==> src/rtl/onehot_strobe_decoder_if.sv <==
// ============================================================================
// Module      : onehot_strobe_decoder_if
// Description : Code handshake and strobe bundle for onehot_strobe_decoder.
// Revision    : 1.0 - initial release
// ============================================================================
`default_nettype none

interface onehot_strobe_decoder_if #(
    parameter int IN_W = 3
);
    localparam int OUT_W = 2 ** IN_W;

    logic             in_valid;
    logic [IN_W-1:0]  in;
    logic             in_ready;
    logic             abort;
    logic [OUT_W-1:0] out;
    logic             busy;
    logic             done;

    modport master (
        output in_valid, in, abort,
        input  in_ready, out, busy, done
    );

    modport slave (
        input  in_valid, in, abort,
        output in_ready, out, busy, done
    );
endinterface

`default_nettype wire

==> src/rtl/onehot_strobe_decoder.sv <==
// ============================================================================
// Module      : onehot_strobe_decoder
// Description : Binary code -> one-hot strobe held for DWELL cycles, then a
//               GAP-cycle blanking interval. ONEHOT_STROBE_SKID_EN adds a
//               one-entry pending register for back-to-back codes.
// Revision    : 1.0 - initial release
// ============================================================================
`default_nettype none

module onehot_strobe_decoder #(
    parameter int IN_W  = 3,
    parameter int DWELL = 4,
    parameter int GAP   = 1
) (
    input  wire logic               clk,
    input  wire logic               rst_n,
    onehot_strobe_decoder_if.slave  bus
);
    localparam int OUT_W = 2 ** IN_W;

    localparam logic [7:0]       c_dwell_ld = 8'(DWELL - 1);
    localparam logic [7:0]       c_gap_ld   = 8'((GAP > 0) ? (GAP - 1) : 0);
    localparam logic [OUT_W-1:0] c_one      = OUT_W'(1);

    typedef enum logic [1:0] {
        S_IDLE  = 2'd0,
        S_DRIVE = 2'd1,
        S_GAP   = 2'd2
    } state_t;

    state_t           r_state, w_state_nxt;
    logic [7:0]       r_cnt, w_cnt_nxt;
    logic [IN_W-1:0]  r_code, w_code_nxt;
    logic [OUT_W-1:0] r_out;
    logic             r_busy;
    logic             r_done;
    logic             w_ready;
    logic             w_take;
    logic             w_finish;

`ifdef ONEHOT_STROBE_SKID_EN
    logic             r_pend_full, w_pend_full_nxt;
    logic [IN_W-1:0]  r_pend_code, w_pend_code_nxt;

    assign w_ready = rst_n && ((r_state == S_IDLE) || !r_pend_full);
`else
    assign w_ready = rst_n && (r_state == S_IDLE);
`endif

    // abort kills any transfer offered in the same cycle
    assign w_take = bus.in_valid && w_ready && !bus.abort;

    always_comb begin
        w_state_nxt = r_state;
        w_cnt_nxt   = r_cnt;
        w_code_nxt  = r_code;
        w_finish    = 1'b0;
`ifdef ONEHOT_STROBE_SKID_EN
        w_pend_full_nxt = r_pend_full;
        w_pend_code_nxt = r_pend_code;
`endif
        case (r_state)
            S_IDLE: begin
                if (w_take) begin
                    w_state_nxt = S_DRIVE;
                    w_cnt_nxt   = c_dwell_ld;
                    w_code_nxt  = bus.in;
                end
            end
            S_DRIVE: begin
                if (r_cnt != 8'd0) begin
                    w_cnt_nxt = r_cnt - 8'd1;
                end else if (GAP > 0) begin
                    w_state_nxt = S_GAP;
                    w_cnt_nxt   = c_gap_ld;
                end else begin
                    w_finish = 1'b1;
                end
            end
            S_GAP: begin
                if (r_cnt != 8'd0) begin
                    w_cnt_nxt = r_cnt - 8'd1;
                end else begin
                    w_finish = 1'b1;
                end
            end
            default: begin
                w_state_nxt = S_IDLE;
                w_cnt_nxt   = 8'd0;
            end
        endcase

        if (w_finish) begin
            w_state_nxt = S_IDLE;
            w_cnt_nxt   = 8'd0;
`ifdef ONEHOT_STROBE_SKID_EN
            // Chain straight into the next strobe, skipping the IDLE cycle
            if (r_pend_full) begin
                w_state_nxt     = S_DRIVE;
                w_cnt_nxt       = c_dwell_ld;
                w_code_nxt      = r_pend_code;
                w_pend_full_nxt = 1'b0;
            end else if (w_take) begin
                w_state_nxt = S_DRIVE;
                w_cnt_nxt   = c_dwell_ld;
                w_code_nxt  = bus.in;
            end
`endif
        end

`ifdef ONEHOT_STROBE_SKID_EN
        if (!w_finish && w_take && (r_state != S_IDLE)) begin
            w_pend_full_nxt = 1'b1;
            w_pend_code_nxt = bus.in;
        end
`endif

        if (bus.abort) begin
            w_state_nxt = S_IDLE;
            w_cnt_nxt   = 8'd0;
`ifdef ONEHOT_STROBE_SKID_EN
            w_pend_full_nxt = 1'b0;
`endif
        end
    end

    // Outputs are registered from next-state values so the strobe never glitches
    always_ff @(posedge clk or negedge rst_n) begin
        if (!rst_n) begin
            r_state <= S_IDLE;
            r_cnt   <= 8'd0;
            r_code  <= '0;
            r_out   <= '0;
            r_busy  <= 1'b0;
            r_done  <= 1'b0;
`ifdef ONEHOT_STROBE_SKID_EN
            r_pend_full <= 1'b0;
            r_pend_code <= '0;
`endif
        end else begin
            r_state <= w_state_nxt;
            r_cnt   <= w_cnt_nxt;
            r_code  <= w_code_nxt;
            r_out   <= (w_state_nxt == S_DRIVE) ? (c_one << w_code_nxt) : '0;
            r_busy  <= (w_state_nxt != S_IDLE);
            r_done  <= (w_state_nxt == S_DRIVE) && (w_cnt_nxt == 8'd0);
`ifdef ONEHOT_STROBE_SKID_EN
            r_pend_full <= w_pend_full_nxt;
            r_pend_code <= w_pend_code_nxt;
`endif
        end
    end

    assign bus.in_ready = w_ready;
    assign bus.out      = r_out;
    assign bus.busy     = r_busy;
    assign bus.done     = r_done;

endmodule

`default_nettype wire

==> src/flat_wrapper.sv <==
// flat-port wrapper written by rule: the top's interface ports become plain ports
module onehot_strobe_decoder_flat 
#(
    parameter int IN_W  = 3,
    parameter int DWELL = 4,
    parameter int GAP   = 1
)
  (clk, rst_n, bus_in_valid, bus_in, bus_abort, bus_in_ready, bus_out, bus_busy, bus_done);
  onehot_strobe_decoder_if #(.IN_W(IN_W)) bus_i ();
  input  wire logic clk;
  input  wire logic rst_n;
  input wire logic [$bits(bus_i.in_valid)-1:0] bus_in_valid;
  input wire logic [$bits(bus_i.in)-1:0] bus_in;
  input wire logic [$bits(bus_i.abort)-1:0] bus_abort;
  output wire logic [$bits(bus_i.in_ready)-1:0] bus_in_ready;
  output wire logic [$bits(bus_i.out)-1:0] bus_out;
  output wire logic [$bits(bus_i.busy)-1:0] bus_busy;
  output wire logic [$bits(bus_i.done)-1:0] bus_done;
  assign bus_i.in_valid = bus_in_valid;
  assign bus_i.in = bus_in;
  assign bus_i.abort = bus_abort;
  assign bus_in_ready = bus_i.in_ready;
  assign bus_out = bus_i.out;
  assign bus_busy = bus_i.busy;
  assign bus_done = bus_i.done;
  onehot_strobe_decoder #(.IN_W(IN_W), .DWELL(DWELL), .GAP(GAP)) u_core (.clk(clk), .rst_n(rst_n), .bus(bus_i));
endmodule
==> config.mk <==
export PLATFORM = sky130hd
export DESIGN_NAME = onehot_strobe_decoder_flat
export DESIGN_NICKNAME = d
export VERILOG_FILES = /design/src/rtl/onehot_strobe_decoder_if.sv /design/src/rtl/onehot_strobe_decoder.sv /design/src/flat_wrapper.sv
export SDC_FILE = /design/constraint.sdc
export NUM_CORES = 1
export LEC_CHECK = 0
export CAP_MARGIN = 20
export CELL_PAD_IN_SITES_DETAIL_PLACEMENT = 1
export CELL_PAD_IN_SITES_GLOBAL_PLACEMENT = 1
export CORE_MARGIN = 1.5
export CORE_UTILIZATION = 44
export CTS_CLUSTER_DIAMETER = 150
export DETAILED_ROUTE_END_ITERATION = 8
export MAX_ROUTING_LAYER = met4
export PLACE_DENSITY_LB_ADDON = 0.1
export SETUP_SLACK_MARGIN = 0.4
export SYNTH_ARGS = -nofsm -noshare
export SYNTH_HDL_FRONTEND = slang
export SYNTH_SLANG_ARGS = --single-unit
==> constraint.sdc <==
create_clock -name clk -period 6.11 [get_ports clk]
set_clock_uncertainty 0.15 [all_clocks]
set_input_delay 0.9165 -clock clk [delete_from_list [all_inputs] [get_ports clk]]
set_output_delay 0.9165 -clock clk [all_outputs]
set_load 0.02 [all_outputs]
Word-level counts from Yosys, hierarchy flattened --
Cells that the tools add are included.
Storage, ports and cells: register bits after elaboration 23, input port bits 7, output and inout port bits 11, logic and storage cells 36
Cells by class: add/sub/neg operators 1, equal/unequal tests 3, shift-type cells 1, multiplexer cells 16, reduce and logical (&&, ||, !) cells 9
Operators by type and width (count):
- 8-bit 2-to-1 mux | 6
- 8-bit one-hot mux with 3 select lines | 1
- 8-bit logical NOT | 1
- 2-bit 2-to-1 mux | 4
- 8-bit nonzero test | 1
- 1-bit by 3-bit left shift with 8-bit output (first input constant) | 1
- 8-bit by 1-bit subtractor with 8-bit output (second input constant) | 1
- 3-bit 2-to-1 mux | 2
- 2-bit one-hot mux with 3 select lines | 1
- 2-bit by 1-bit equality test with 1-bit output (second input constant) | 2
- 1-bit logical AND | 4
- 2-bit equality test (second input constant) | 1
- 2-bit logical NOT | 1
- 1-bit 2-to-1 mux | 2
- 2-bit nonzero test | 1
- 1-bit logical NOT | 1

Depth between registers and ports, before layout --
Gate-level depths: netlist of the first run.
depth after elaboration 10, gate-level depth with buffers 11, depth with buffers taken out 11

Least setup slack after synthesis of the first run --
Ideal clock, no wire load.
path kind register to register, start register u_core.r_cnt[0], end register u_core.r_done (netlist: u_core.bus.done), setup time 0.096 ns, arrival time 2.280 ns, required time 5.864 ns, setup slack 3.585 ns, stages on the path, launching flop included 11, path buffers 0, clock period less this slack 2.525 ns, cells stage by stage dfrtp_1 inv_1 ha_1 or3b_4 nor2_1 inv_1 ha_1 nor2_1 a21oi_1 or2b_1 nor4_2
Between the ends: word-level cells in the longest chain between the ends 7, elaborated cells between the ends (all ways) 17, classes of those cells add/sub: 1; eq/ne: 1; mux: 12; reduce/logical: 3
RTL lines:
- start, declared | line onehot_strobe_decoder.sv:32 | logic [7:0] r_cnt, w_cnt_nxt;
- start signal, assigned | line onehot_strobe_decoder.sv:142 | r_cnt <= w_cnt_nxt;
- 8-bit by 1-bit subtractor with 8-bit output or 8-bit nonzero test (tied branches)
- 8-bit 2-to-1 mux, or another cell as far along | line onehot_strobe_decoder.sv:81 | if (r_cnt != 8'd0) begin
- 8-bit one-hot mux with 3 select lines, or another cell as far along | line onehot_strobe_decoder.sv:62 | case (r_state)
- 8-bit 2-to-1 mux or 2-bit 2-to-1 mux (tied branches) | line onehot_strobe_decoder.sv:93 | if (w_finish) begin
- 8-bit 2-to-1 mux or 2-bit 2-to-1 mux (tied branches) | line onehot_strobe_decoder.sv:118 | if (bus.abort) begin
- 8-bit logical NOT or 2-bit by 1-bit equality test with 1-bit output (tied branches) | line onehot_strobe_decoder.sv:146 | r_done <= (w_state_nxt == S_DRIVE) && (w_cnt_nxt == 8'd0);
- 1-bit logical AND (*) | line onehot_strobe_decoder.sv:146
- end signal, assigned | line onehot_strobe_decoder.sv:146
- end, declared | line onehot_strobe_decoder.sv:36 | logic r_done;
Every way passes the cells marked *; elsewhere a longest branch is shown, timed or not.

Worst setup path after layout of the first run --
start input rst_n, end output bus_in_ready
Between the ends: word-level cells in the longest chain between the ends 1
RTL lines:
- start, declared | line flat_wrapper.sv:11 | input wire logic rst_n;
- 1-bit logical AND | line onehot_strobe_decoder.sv:47 | assign w_ready = rst_n && (r_state == S_IDLE);
- end, declared | line flat_wrapper.sv:15 | output wire logic [$bits(bus_i.in_ready)-1:0] bus_in_ready;
No other way between the ends.

==> qor.txt, run 1 <==
Routed WL - 2814 um
Worst Slack Setup Final - 2607 ps
Critical Path Start - rst_n
flop and latch count out of synthesis - 23
placed insts - 167
CTS tree - built
first-pass GRT wire length - 4836 um
Sequential Area - 575.6 um2
CP endpoint - bus_in_ready
Iter 0 DRT Violations - 45
fin area - 0.001439 mm2
Antenna Cells - 0
Sequential Power Share - 0.399
Critical Path Most Common Cell - clkdlybuf4s50_1
Syn Nets - 132
FP Rows - 18
worst slew pin tran - 529.5 ps
worst skew pair latency - 300 ps
Setup TNS - 0 ps
Avg WL per Cell - 16.46 um
slowest stage delay, CP - 590 ps
largest net degree at the start of global routing - 27
Die Span Y - 55.47 um
Peak VDD IR - 0.1978 mV
Core Region - 0.002545 mm2
top post-synthesis cells by area - dfrtp_1 48%, ha_1 3.1%, nor2_1 3.1%
FF-to-FF path depth - 10
final core utilization - 0.5654
Logic pwr share - 0.460
post-synth top area share - 0.4752
total of max-cap violations - 0
dpl cell area - 0.001411 mm2
Multi-input gate area - 583.1 um2
library cells used by synthesis - 42
kind of critical path - input pin to primary output
period utilisation layout - 0.5733
Worst Setup End Kind - primary output
Hold Violations, Final - 0
cell internal pwr - 0.2884 mW
Fill cells - 290
Vias per Instance - 5.614
switching part of the total - 0.4071
drt pass-1 iters - 4
status - complete, no violations
GR Overflow Total - 0
Port Buf Inserts - 17
Placer Congestion - 0.8237
clock power share - 0.141
CP Cell Sequence - clkdlybuf4s50_1 -> buf_4 -> and2_1 -> clkdlybuf4s50_1
Layout Cells excl Fill - 171
Mapped Area - 0.001211 mm2
hold buffers post-CTS - 0
pre-CTS setup slack - 2583 ps
Leak - 0.6695 nW
number of buffers and inverters on the critical path - 3
via count - 960
Data arrival, critical path - 2440 ps
Ys Warns - 0
slowest cell on the critical path - clkdlybuf4s50_1
CP max FO - 26
hpwl dp - 2158 um
clock slew at reported path FFs - 120 ps
Clock Path Buffers - 2
Hold Slack - 460.1 ps
Power Total - 0.4864 mW
Clock H-tree levels - 1
WP data required - 5040 ps
I/O pin count - 18
worst hold path class - flip-flop to flip-flop
worst reg2reg startpoint - u_core.r_cnt[0]
Seq/Total Area, Yosys - 0.4752
layout cells sized above 1 - 0.1206
cell family with most CP delay - buffers and inverters
CTS Root Cell - clkbuf_4
Post-CTS Setup Inserts - 0
die width - 55.47 um
Post-CTS Resized - 0
initial antenna violation count - 0
die area - 0.003076 mm2
worst r2r dst - u_core.bus.done
Max Freq - 285.5 MHz
simple-gate portion of the synthesized area - 0.2665
Rel. slew slack - 0.6437
reg-to-reg setup timing slack - 3250 ps
final setup vio count - 0
Post-Synthesis Cells - 122
clk sinks - 23
vias in the first global route - 1000
largest family of logic cells by synthesized area - simple AND/OR/NAND/NOR gates
post-synthesis mux area share - 0.03409
Compound-Gate Fraction of Synth Area - 0.1364
Max Transition Viols Final - 0
RSZ-0062 raised after global routing - no
Final ANT Viol Nets - 0
CTS Buf Count - 3
nets - 152
Synth Area in Adders - 0.03099
Power Dens Cells - 338.1 mW/mm2
synth-to-layout area growth - 18.80%
Min Clock Period, post-route - 3503 ps
crit path launch type - input pin
gr usage total - 0.2060
post-synth top area cell - dfrtp_1
Psw - 0.1980 mW
synthesized area per cell - 9.928 um2
Stages on worst setup path - 4
xor and xnor area share after synthesis - 0.01343
Initial Util - 0.4759
# DRC - 0
synthesized netlist by cell type (all sizes together):
cell,number
nor3b,1
nand3b,1
nand3,5
nor3,5
nand4b,1
nor2b,2
or3,2
o2bb2a,1
xor2,1
a21o,1
o21a,1
or4,2
a31oi,1
nand2,9
or2,1
a21oi,6
dfrtp,23
a221oi,1
ha,3
o31a,1
or2b,2
inv,10
nand4,2
nor4,6
o211ai,4
or3b,2
o211a,1
nor2,11
o21ai,5
buf,3
and3,1
and2,2
mux2,1
and3b,1
mux2i,3
power by group through the flow:
stage	registers [mW]	clock network (mW)	logic [mW]
global placement	0.195	0	0.216
detailed placement	0.197	0	0.224
floorplan	0.193	0	0.163
CTS	0.194	0.0730	0.225
finish	0.194	0.0687	0.224
global route	0.197	0.0764	0.250
final cells by class:
cell class,count,share of cell area
Tap cell,30,0.02609
Clock inverter,1,0.003478
Sequential cell,23,0.4000
Inverter,10,0.02609
Clock buffer,3,0.01565
Multi-Input combinational cell,86,0.4052
Timing Repair Buffer,18,0.1235
worst register-to-register path, cell delays in order (launching register included):
cell and delay [ps]:
dfrtp_1 440, inv_1 130, ha_1 190, or3b_4 430, nor2_1 290, inv_1 110
ha_1 290, nor2_1 40, a21oi_1 200, or2b_1 270, nor4_2 250
cell families after synthesis:
| logic type | count (synthesis) |
|---|---|
| compound gates | 22 |
| xor+xnor | 1 |
| buf+inv | 13 |
| mux | 4 |
| simple gates | 56 |
| fa+ha+maj | 3 |
| flops | 23 |
how the worst min path moves through the flow:
| stage | start | slack (ps) | end | depth (start not counted) |
|---|---|---|---|---|
| after floorplan | u_core.r_code[2] | 380 | u_core.r_code[2] | 2 |
| after global placement | u_core.r_code[2] | 430 | u_core.r_code[2] | 2 |
| after CTS | u_core.r_code[2] | 470 | u_core.r_code[2] | 2 |
| final | u_core.r_code[2] | 460 | u_core.r_code[2] | 2 |
| after detailed placement | u_core.r_code[2] | 440 | u_core.r_code[2] | 2 |
| after global routing | u_core.r_code[2] | 500 | u_core.r_code[2] | 2 |
per-layer routing:
layer  global-route usage  share of wire  up-vias
met4              0.08711         0.0071        0
met5                    -              0        -
li1                     -              -      473
met1               0.2519           0.46      471
met3              0.01405          0.015        2
met2               0.3520           0.52       14
state kept, by name (all words and copies together), names as in the netlist:
| name | cells |
|---|---|
| u_core.bus.busy | 1 |
| u_core.bus.done | 1 |
| u_core.bus.out | 8 |
| u_core.r_cnt | 8 |
| u_core.r_code | 3 |
| u_core.r_state | 2 |
cells in the final DEF, fill, tap and decap left out, drive strengths merged, types with 2 or more instances in the layout:
| cell | netlist | final |
|---|---|---|
| or2b | 2 | 2 |
| o21ai | 5 | 5 |
| nand3 | 5 | 5 |
| nor3 | 5 | 5 |
| a21oi | 6 | 6 |
| nand2 | 9 | 9 |
| or3b | 2 | 2 |
| nor2 | 11 | 11 |
| inv | 10 | 10 |
| clkbuf | 0 | 3 |
| nor2b | 2 | 2 |
| or3 | 2 | 2 |
| mux2i | 3 | 3 |
| and2 | 2 | 2 |
| nor4 | 6 | 6 |
| o211ai | 4 | 4 |
| ha | 3 | 3 |
| dfrtp | 23 | 23 |
| clkdlybuf4s50 | 0 | 17 |
| nand4 | 2 | 2 |
| or4 | 2 | 2 |
Power figures use the tool's default switching activity.
==> inputs of run 2 (changes only) <==
--- a/config.mk
+++ b/config.mk
@@ -9,7 +9,7 @@
 export CELL_PAD_IN_SITES_DETAIL_PLACEMENT = 1
 export CELL_PAD_IN_SITES_GLOBAL_PLACEMENT = 1
 export CORE_MARGIN = 1.5
-export CORE_UTILIZATION = 44
+export CORE_UTILIZATION = 41
 export CTS_CLUSTER_DIAMETER = 150
 export DETAILED_ROUTE_END_ITERATION = 8
 export MAX_ROUTING_LAYER = met4
==> constraint.sdc (replaced) <==
create_clock -name clk -period 3.3 [get_ports clk]
set_clock_uncertainty 0.15 [all_clocks]
set_input_delay 0.495 -clock clk [delete_from_list [all_inputs] [get_ports clk]]
set_output_delay 0.495 -clock clk [all_outputs]
set_load 0.02 [all_outputs]
==> qor.txt, run 2 (synthesis gave the netlist of run 1 again) <==
Worst Slack Setup Final - 592.6 ps (was 2607 ps)
commonest cells after routing, fill and taps aside - 23 x dfrtp_1, 17 x clkdlybuf4s50_1, 9 x nor2_1, 9 x inv_1, 8 x nand2_1 (was 23 x dfrtp_1, 17 x clkdlybuf4s50_1, 10 x nor2_1)
worst skew pair latency - 310 ps (was 300 ps)
slowest stage delay, CP - 440 ps (was 590 ps)
Avg WL per Cell - 17.01 um (was 16.46 um)
Iter 0 DRT Violations - 44 (was 45)
nets - 153 (was 152)
Antenna Cells - 0 (unchanged)
CP max FO - 5 (was 26)
clk sinks - 23 (unchanged)
Final ANT Viol Nets - 0 (unchanged)
initial antenna violation count - 0 (unchanged)
hold buffers post-CTS - 0 (unchanged)
CTS Buf Count - 3 (unchanged)
period utilisation layout - 0.8204
crit path launch type - flip-flop (was input pin)
die area - 0.003289 mm2 (was 0.003076 mm2)
status - complete, no violations (unchanged)
worst slew pin tran - 555.7 ps (was 529.5 ps)
Initial Util - 0.4354 (was 0.4759)
vias in the first global route - 1042 (was 1000)
Min Clock Period, post-route - 2707 ps
worst hold path class - input pin to async pin (was flip-flop to flip-flop)
Power Dens Cells - 637.3 mW/mm2 (was 338.1 mW/mm2)
Fill cells - 328 (was 290)
Max Freq - 369.4 MHz
Setup TNS - 0 ps (unchanged)
CTS Root Cell - clkbuf_4 (unchanged)
final core utilization - 0.5232 (was 0.5654)
Rel. slew slack - 0.6261 (was 0.6437)
die width - 57.35 um (was 55.47 um)
pre-CTS setup slack - 509.4 ps (was 2583 ps)
GR Overflow Total - 0 (unchanged)
Clock H-tree levels - 1 (unchanged)
Peak VDD IR - 0.3918 mV (was 0.1978 mV)
Placer Congestion - 0.8810 (was 0.8237)
Worst Setup End Kind - flip-flop (was primary output)
final setup vio count - 0 (unchanged)
synth-to-layout area growth - 20.14% (was 18.80%)
slowest cell on the critical path - dfrtp_1 (was clkdlybuf4s50_1)
layout cells sized above 1 - 0.1338 (was 0.1206)
total of max-cap violations - 0 (unchanged)
kind of critical path - flip-flop to flip-flop (was input pin to primary output)
Leak - 0.6764 nW (was 0.6695 nW)
hpwl dp - 2269 um (was 2158 um)
Core Region - 0.002781 mm2 (was 0.002545 mm2)
# DRC - 0 (unchanged)
largest net degree at the start of global routing - 14 (was 27)
Routed WL - 2943 um (was 2814 um)
FP Rows - 19 (was 18)
Max Transition Viols Final - 0 (unchanged)
Power Total - 0.9273 mW (was 0.4864 mW)
Clock Path Buffers - 2 (unchanged)
I/O pin count - 18 (unchanged)
most common cell after layout, fill and taps aside - dfrtp_1 (unchanged)
Layout Cells excl Fill - 173 (was 171)
Die Span Y - 57.35 um (was 55.47 um)
WP data required - 3380 ps (was 5040 ps)
RSZ-0062 raised after global routing - no (unchanged)
Data arrival, critical path - 2790 ps (was 2440 ps)
Hold Violations, Final - 0 (unchanged)
clock slew at reported path FFs - 130 ps (was 120 ps)
Port Buf Inserts - 17 (unchanged)
Vias per Instance - 5.653 (was 5.614)
gr usage total - 0.2078 (was 0.2060)
CTS tree - built (unchanged)
CP Cell Sequence - inv_1 -> ha_1 -> or3b_4 -> nor2_4 -> inv_1 -> ha_1 -> nor2_1 -> a21oi_1 -> or2b_1 -> nor4_2 (was clkdlybuf4s50_1 -> buf_4 -> and2_1 -> clkdlybuf4s50_1)
first-pass GRT wire length - 5030 um (was 4836 um)
drt pass-1 iters - 4 (unchanged)
placed insts - 169 (was 167)
via count - 978 (was 960)
-- run 2: worst max-delay path, delay by kind of cell, from the launching register on --
family,cells,cell delay [ps]
buffers and inverters,2,200
and+or+nand+nor,5,1180
adders and majority gates,2,450
DFF,1,440
AOI/OAI and AO/OA,1,190
-- run 2: cell type report --
cell class / count / area (um2) / share of cell area
multi-input cells: 86 / 590.6 / 0.4058
flip-flops and latches: 23 / 575.6 / 0.3955
repair buffers: 19 / 185.2 / 0.1273
well taps: 31 / 38.79 / 0.02666
inverters: 10 / 37.54 / 0.02580
clock buffers: 3 / 22.52 / 0.01548
clock inverters: 1 / 5.005 / 0.003439
-- run 2: final timing paths --
path	startpoint	end	slack, ps	cells after the start
worst min-delay path	rst_n	u_core.r_state[1]	210	1
min in group clk	u_core.r_code[2]	u_core.r_code[2]	460	2
worst min register to register	u_core.r_code[2]	u_core.r_code[2]	460	2
worst max register to register	u_core.r_cnt[0]	u_core.bus.done	590	10
max in group asynchronous	rst_n	u_core.bus.out[4]	2390	2
worst max-delay path	u_core.r_cnt[0]	u_core.bus.done	590	10
-- run 2: metal layers --
metal,GRT usage,vias to the layer above,wire length (um)
met3,0.03401,4,67
met1,0.2493,486,1327
met4,0.06977,0,39
li1,-,476,-
met5,-,-,0
met2,0.3539,12,1509
-- run 2: power by group --
group          internal, mW  switching (mW)
Combinational         0.176           0.258
Sequential            0.321          0.0378
Clock                0.0453          0.0899
Total                 0.542           0.385
-- run 2: timing repair --
| item | CTS | global route |
|---|---|---|
| resized for setup | 0 | 2 |
| setup buffers | 0 | 0 |
| endpoints found under the setup margin | 0 | 1 |
-- run 2: through the flow --
stage / area, um2 / hold slack (ps)
after floorplan: 1211 / 49.41
after global placement: 1420 / 436.7
after detailed placement: 1420 / 445.8
after CTS: 1448 / 207.2
after global routing: 1455 / 207.4
final: 1455 / 212.7
